**config.mk**
```make
export PLATFORM = sky130hd
export DESIGN_NAME = rf_access_ctrl
export DESIGN_NICKNAME = d
export VERILOG_FILES = /design/src/rtl/rf_access_ctrl.sv
export SDC_FILE = /design/constraint.sdc
export NUM_CORES = 1
export LEC_CHECK = 0
export CAP_MARGIN = 20
export CORE_UTILIZATION = 30
export CTS_CLUSTER_DIAMETER = 50
export DETAILED_ROUTE_END_ITERATION = 8
export PLACE_DENSITY = 0.66
export SYNTH_ARGS = -nofsm -noshare
export SYNTH_HDL_FRONTEND = slang
export SYNTH_SLANG_ARGS = --single-unit
```
**constraint.sdc**
```tcl
create_clock -name CLK -period 1.7 [get_ports CLK]
set_input_delay 0.17 -clock CLK [delete_from_list [all_inputs] [get_ports CLK]]
set_output_delay 0.17 -clock CLK [all_outputs]
set_load 0.01 [all_outputs]
```
**src/rtl/rf_access_ctrl.sv**
```systemverilog
// Operand-read controller for a single-port register file.
// Writebacks take priority whenever the port is free (IDLE or RESP); operand
// reads take one RF cycle per distinct source register, and the captured
// operands are held as a snapshot until the response handshake completes.
module rf_access_ctrl #(
  parameter int W = 8,
  parameter int D = 4
) (
  input  logic         CLK,
  input  logic         Reset,
  input  logic         req_valid,
  output logic         req_ready,
  input  logic [D-1:0] req_addr_a,
  input  logic [D-1:0] req_addr_b,
  output logic         rsp_valid,
  input  logic         rsp_ready,
  output logic [W-1:0] rsp_a,
  output logic [W-1:0] rsp_b,
  input  logic         wb_valid,
  output logic         wb_ready,
  input  logic [D-1:0] wb_addr,
  input  logic [W-1:0] wb_data,
  output logic         rf_write_en,
  output logic [D-1:0] rf_addr,
  output logic [W-1:0] rf_data_in,
  input  logic [W-1:0] rf_data_out
);

  typedef enum logic [1:0] {
    IDLE,
    READ_A,
    READ_B,
    RESP
  } state_t;

  state_t         state_q, state_d;
  logic [D-1:0]   addrA_q, addrA_d;
  logic [D-1:0]   addrB_q, addrB_d;
  logic [W-1:0]   rspA_q, rspA_d;
  logic [W-1:0]   rspB_q, rspB_d;

  // State, latched source pointers and operand snapshot; reset aborts any transaction.
  always_ff @(posedge CLK) begin
    if (Reset) begin
      state_q <= IDLE;
      addrA_q <= '0;
      addrB_q <= '0;
      rspA_q  <= '0;
      rspB_q  <= '0;
    end else begin
      state_q <= state_d;
      addrA_q <= addrA_d;
      addrB_q <= addrB_d;
      rspA_q  <= rspA_d;
      rspB_q  <= rspB_d;
    end
  end

  // Next-state and port control; everything is forced idle while Reset is high.
  always_comb begin
    state_d     = state_q;
    addrA_d     = addrA_q;
    addrB_d     = addrB_q;
    rspA_d      = rspA_q;
    rspB_d      = rspB_q;
    req_ready   = 1'b0;
    wb_ready    = 1'b0;
    rsp_valid   = 1'b0;
    rf_write_en = 1'b0;
    rf_addr     = '0;
    rf_data_in  = '0;
    if (!Reset) begin
      case (state_q)
        IDLE: begin
          wb_ready = 1'b1;
          if (wb_valid) begin
            rf_write_en = 1'b1;
            rf_addr     = wb_addr;
            rf_data_in  = wb_data;
          end else begin
            req_ready = 1'b1;
            if (req_valid) begin
              addrA_d = req_addr_a;
              addrB_d = req_addr_b;
              state_d = READ_A;
            end
          end
        end
        READ_A: begin
          rf_addr = addrA_q;
          rspA_d  = rf_data_out;
          if (addrA_q == addrB_q) begin
            rspB_d  = rf_data_out;
            state_d = RESP;
          end else begin
            state_d = READ_B;
          end
        end
        READ_B: begin
          rf_addr = addrB_q;
          rspB_d  = rf_data_out;
          state_d = RESP;
        end
        RESP: begin
          rsp_valid = 1'b1;
          wb_ready  = 1'b1;
          if (wb_valid) begin
            rf_write_en = 1'b1;
            rf_addr     = wb_addr;
            rf_data_in  = wb_data;
          end
          if (rsp_ready) begin
            state_d = IDLE;
          end
        end
        default: state_d = IDLE;
      endcase
    end
  end

  assign rsp_a = rspA_q;
  assign rsp_b = rspB_q;

endmodule

```
# == Yosys cells after proc, flatten, opt, wreduce, memory -nomap -nowiden ==
# Index checks and enable logic that the tools add are counted.
# word_totals
reg_bits,26
inputBits,33
output_inout_bits,32
elab_cells,43
# classes
n_eq_ne,8
mux,23
n_bitwise,1
reduce_logical,6
# ops
operator,n
8-bit 2-to-1 mux,4
8-bit one-hot mux with 2 select lines,1
4-bit one-hot mux with 3 select lines,1
1-bit 2-to-1 mux,11
4-bit 2-to-1 mux,2
2-bit inequality test (second input constant),4
2-bit one-hot mux with 4 select lines,1
2-bit 2-to-1 mux,3
3-bit AND reduction,2
2-bit == test (second input constant),2
4-bit == test,1
2-bit by 1-bit == test with 1-bit output (second input constant),1
2-bit zero test,1
2-bit AND reduction,1
2-bit nonzero test,1
2-bit OR reduction,1
1-bit NOT,1

# == Depth between registers and ports, before layout ==
# logic_depth
depth_word,4
ltp_mapped,9
depth_no_buf,6

# == Least setup slack after synthesis ==
# No wires, ideal clock.
# synth_path
path_type,reg-to-output
from,register state_q[0]
to,output port rf_data_in[0]
arrival_ps,1482
required_ps,1530
setup_slack_ps,48
stages_incl_launch_ff,7
n_path_buf,1
cell_sequence,dfxtp_1 -> inv_1 -> ha_1 -> and2b_1 -> nor2b_1 -> buf_2 -> and2_1
# synth_between
elab_chain_len,4
word_cells_on_any_way,5
classes_between,1 x eq/ne; 2 x mux; 2 x reduce/logical
# synth_lines
item,line,text
from (decl),36,"state_t state_q, state_d;"
from (signal assigned),51,state_q <= state_d;
2-bit == test or 2-bit zero test (tied branches),73,case (state_q)
2-bit OR reduction (no source line) *,n/a,
8-bit 2-to-1 mux *,n/a,
8-bit 2-to-1 mux *,72,if (!Reset) begin
to (decl),25,"output logic [W-1:0] rf_data_in,"
# Every way passes the cells marked *; elsewhere a longest branch is shown, timed or not.

# == Final worst setup path ==
# layout_path
from,register state_q[1]
to,output port rf_addr[3]
# layout_between
elab_chain_len,4
word_cells_on_any_way,7
classes_between,3 x eq/ne; 2 x mux; 2 x reduce/logical
# layout_lines
item,line,text
2-bit == test or 2-bit zero test (tied branches),73,
2-bit OR reduction (no source line),n/a,
4-bit one-hot mux with 3 select lines *,73,
4-bit 2-to-1 mux *,72,
to (decl),24,"output logic [D-1:0] rf_addr,"
# Marks and branches as above.

==> run summary <==
status -> finished with violations
failing checks -> negative setup slack
Top FF cell, synth -> dfxtp_1
Clock Path Buffers -> 2
cell family with most CP delay -> flip-flops
Die X -> 74.5 um
full die area -> 5550 um2
Final Hold Viols -> 0
Reg2Reg Depth -> 8
post-route cell area -> 2500 um2
post-synth top area cell -> dfxtp_1
power density cells -> 750 nW/um2
Multi-input gate area -> 1020 um2
final worst slack -> -0.142 ns
RSZ-0062 raised after global routing -> true
CTS clk-pin slew, worst paths -> 0.09 ns
antenna cells -> 0
Adder-Cell Fraction of Synth Area -> 0.0397
total number of vias -> 1421
number of H-tree levels -> 1
mux cell area share after synthesis -> 0.159
final wirelength -> 3770 um
flops & latches, synth -> 26
Vias/cell -> 4.51
pre-CTS setup slack -> -0.343 ns
DRT iter0 DRCs -> 50
crit start category -> register
grt total ovfl -> 0
Syn Inst Count -> 168
worst-path cell chain -> inv_2 > ha_4 > and2b_1 > buf_6 > a221oi_2 > nor3_1 > buf_2
top post-synthesis cells by area -> dfxtp_1 33%, mux2i_1 16%, nor2b_1 5.6%, nor2_1 4.5%, buf_6 4.3%
Mean Syn Cell Area -> 9.38 um2
most common cell in the synthesized netlist -> dfxtp_1
IO Count -> 65
worst endpoint required time -> 1.53 ns
Synthesis Warnings -> 0
Setup crit end -> rf_addr[3]
Layout area overhead -> 58.7%
max_slew headroom -> 0.777
Max rail drop VDD -> 0.000375 V
post-layout instance count excluding filler cells -> 315
Die H -> 74.5 um
max_cap viols -> 0
compound-gate portion of the synthesized area -> 0.0746
layout cells sized above 1 -> 0.269
fillers -> 525
Reg area -> 523 um2
CTS Buf Count -> 3
hpwl dp -> 2770 um
Clock Skew -> 0.00182 ns
total power of the final layout -> 1.88 mW
final setup fails -> 13
DP Area -> 2350 um2
TNS Setup -> -1.44 ns
Post-Synth Simple-Gate Area -> 0.294
dominant combinational cell family by area after synthesis -> simple AND/OR/NAND/NOR gates
Tightest Pin Transition -> 0.335 ns
worst min path class -> input pin to register
first-pass GRT wire length -> 5920 um
FP Rows -> 26
critical path's largest stage delay -> 0.34 ns
antenna violation net count after detailed routing -> 0
CTS root buf -> clkbuf_8
drc violations -> 0
reg2reg start -> state_q[0]
gr usage total -> 0.136
nature of the critical path endpoint -> output port
most frequent cells after synthesis -> 26 x dfxtp_1, 25 x mux2i_1, 19 x nor2_1
Worst-Skew Late Latency -> 0.27 ns
Yosys cell types -> 28
CP Class -> register to output port
DP Cell Count -> 309
Worst Path Buf+Inv -> 3
period utilisation layout -> 1.08
crit path max fanout -> 4
Synth Cell Area -> 1580 um2
WP depth -> 7
hold path cells -> 3
Pre-Repair DR Iteration Count -> 6
Clock Sinks -> 26
port bufs -> 64
CP Launch Point -> state_q[1]
R2R Setup Slk -> 0.14 ns
Nets -> 284
largest net degree at the start of global routing -> 19
antenna violations before repair -> 0
CP max stage cell -> dfxtp_2
vias in the first global route -> 1279
CORE AREA -> 5070 um2
Lkg Pwr -> 1.13 nW
DR WL/cell -> 12.0 um
Synth async-reset ratio -> 0
post-synthesis sequential area ratio -> 0.330
post-synthesis xor/xnor area fraction -> 0.0341
final worst path period need -> 1.84 ns
Yosys top cell area share -> 0.330
reg2reg end -> rsp_b[1]
Placer Congestion -> 0.776
Slew Viols, Final -> 0
TritonCTS clock tree -> yes
WP data arrival -> 1.67 ns
fmax -> 543 MHz
Post-synth EDFFs -> 0
Mapped Nets -> 206
Initial Util -> 0.311
## stage by stage
| stage | utilization | hold WS, ns |
|---|---|---|
| floorplan | - | 0.314 |
| global placement | 0.463 | 0.475 |
| detailed placement | 0.463 | 0.486 |
| CTS | 0.478 | 0.491 |
| global route | 0.493 | 0.527 |
| finish | 0.493 | 0.498 |
## power breakdown
group	internal, mW	switching (mW)	total, mW	leakage, nW
Sequential	0.675	0.0376	0.713	0.213
Combinational	0.441	0.326	0.767	0.885
Clock	0.207	0.189	0.396	0.0288
Total	1.32	0.553	1.88	1.13
## worst min-delay path, stage by stage
cell and delay [ns]:
clkdlybuf4s50_1 0.39, mux2i_1 0.12, nor2_1 0.05
## timing repair
item	4_1_cts	5_1_grt
endpoints found under the setup margin	16	21
buffers inserted	0	1
cloned	1	0
pin swaps	16	5
hold buffers	0	0
resized for setup	77	16
## routing by layer
layer,up-vias,GRT usage,part of all wire
met4,0,0.0314,0.0082
met5,-,0,0
met1,654,0.181,0.46
met2,29,0.226,0.49
li1,734,-,-
met3,4,0.0285,0.038
## worst min path at each step
stage / startpoint / endpoint / slack (ns)
after floorplan: req_addr_a[0] / addrA_q[0] / 0.31
after global placement: rsp_a[5] / rsp_a[5] / 0.48
after detailed placement: rsp_a[3] / rsp_a[3] / 0.49
after CTS: req_addr_b[2] / addrB_q[2] / 0.49
after global routing: rf_data_out[0] / rsp_a[0] / 0.53
final: req_addr_b[2] / addrB_q[2] / 0.50
## logic make-up (layout without fill, tap and decap cells)
| logic type | Yosys count | count (layout) |
|---|---|---|
| multiplexers | 25 | 25 |
| XOR/XNOR | 4 | 4 |
| AND/OR/NAND/NOR | 80 | 80 |
| AO/OA/AOI/OAI | 15 | 15 |
| adder cells (fa/ha/maj) | 5 | 5 |
| flip-flops | 26 | 26 |
| buffers and inverters | 13 | 90 |
## sequential cells by signal, summed over array words and instances (netlist names)
register and cells:
addrB_q 4, addrA_q 4, rsp_a 8, rsp_b 8
state_q 2
## cells in the final DEF (no fill, tap or decap), drive strengths merged, types with 2 or more instances in the layout
cell type,netlist,final
and2,8,8
a21oi,2,2
and3,8,8
nand2b,2,2
nor3,6,6
clkbuf,1,4
nor3b,9,9
ha,5,5
a221oi,4,4
dfxtp,26,26
nand2,9,9
clkdlybuf4s50,0,47
buf,10,33
mux2i,25,25
dlygate4sd2,0,4
xor2,3,3
inv,2,2
nor2,19,19
a22oi,8,8
nor2b,16,16
## area by class of cell
| type | instances | area share |
|---|---|---|
| Clock buffer | 4 | 0.0220 |
| Timing Repair Buffer | 84 | 0.322 |
| Sequential cell | 26 | 0.209 |
| Tap cell | 70 | 0.0350 |
| Multi-Input combinational cell | 129 | 0.409 |
| Inverter | 2 | 0.00300 |
Note: power is estimated with default switching activity, not from simulation.
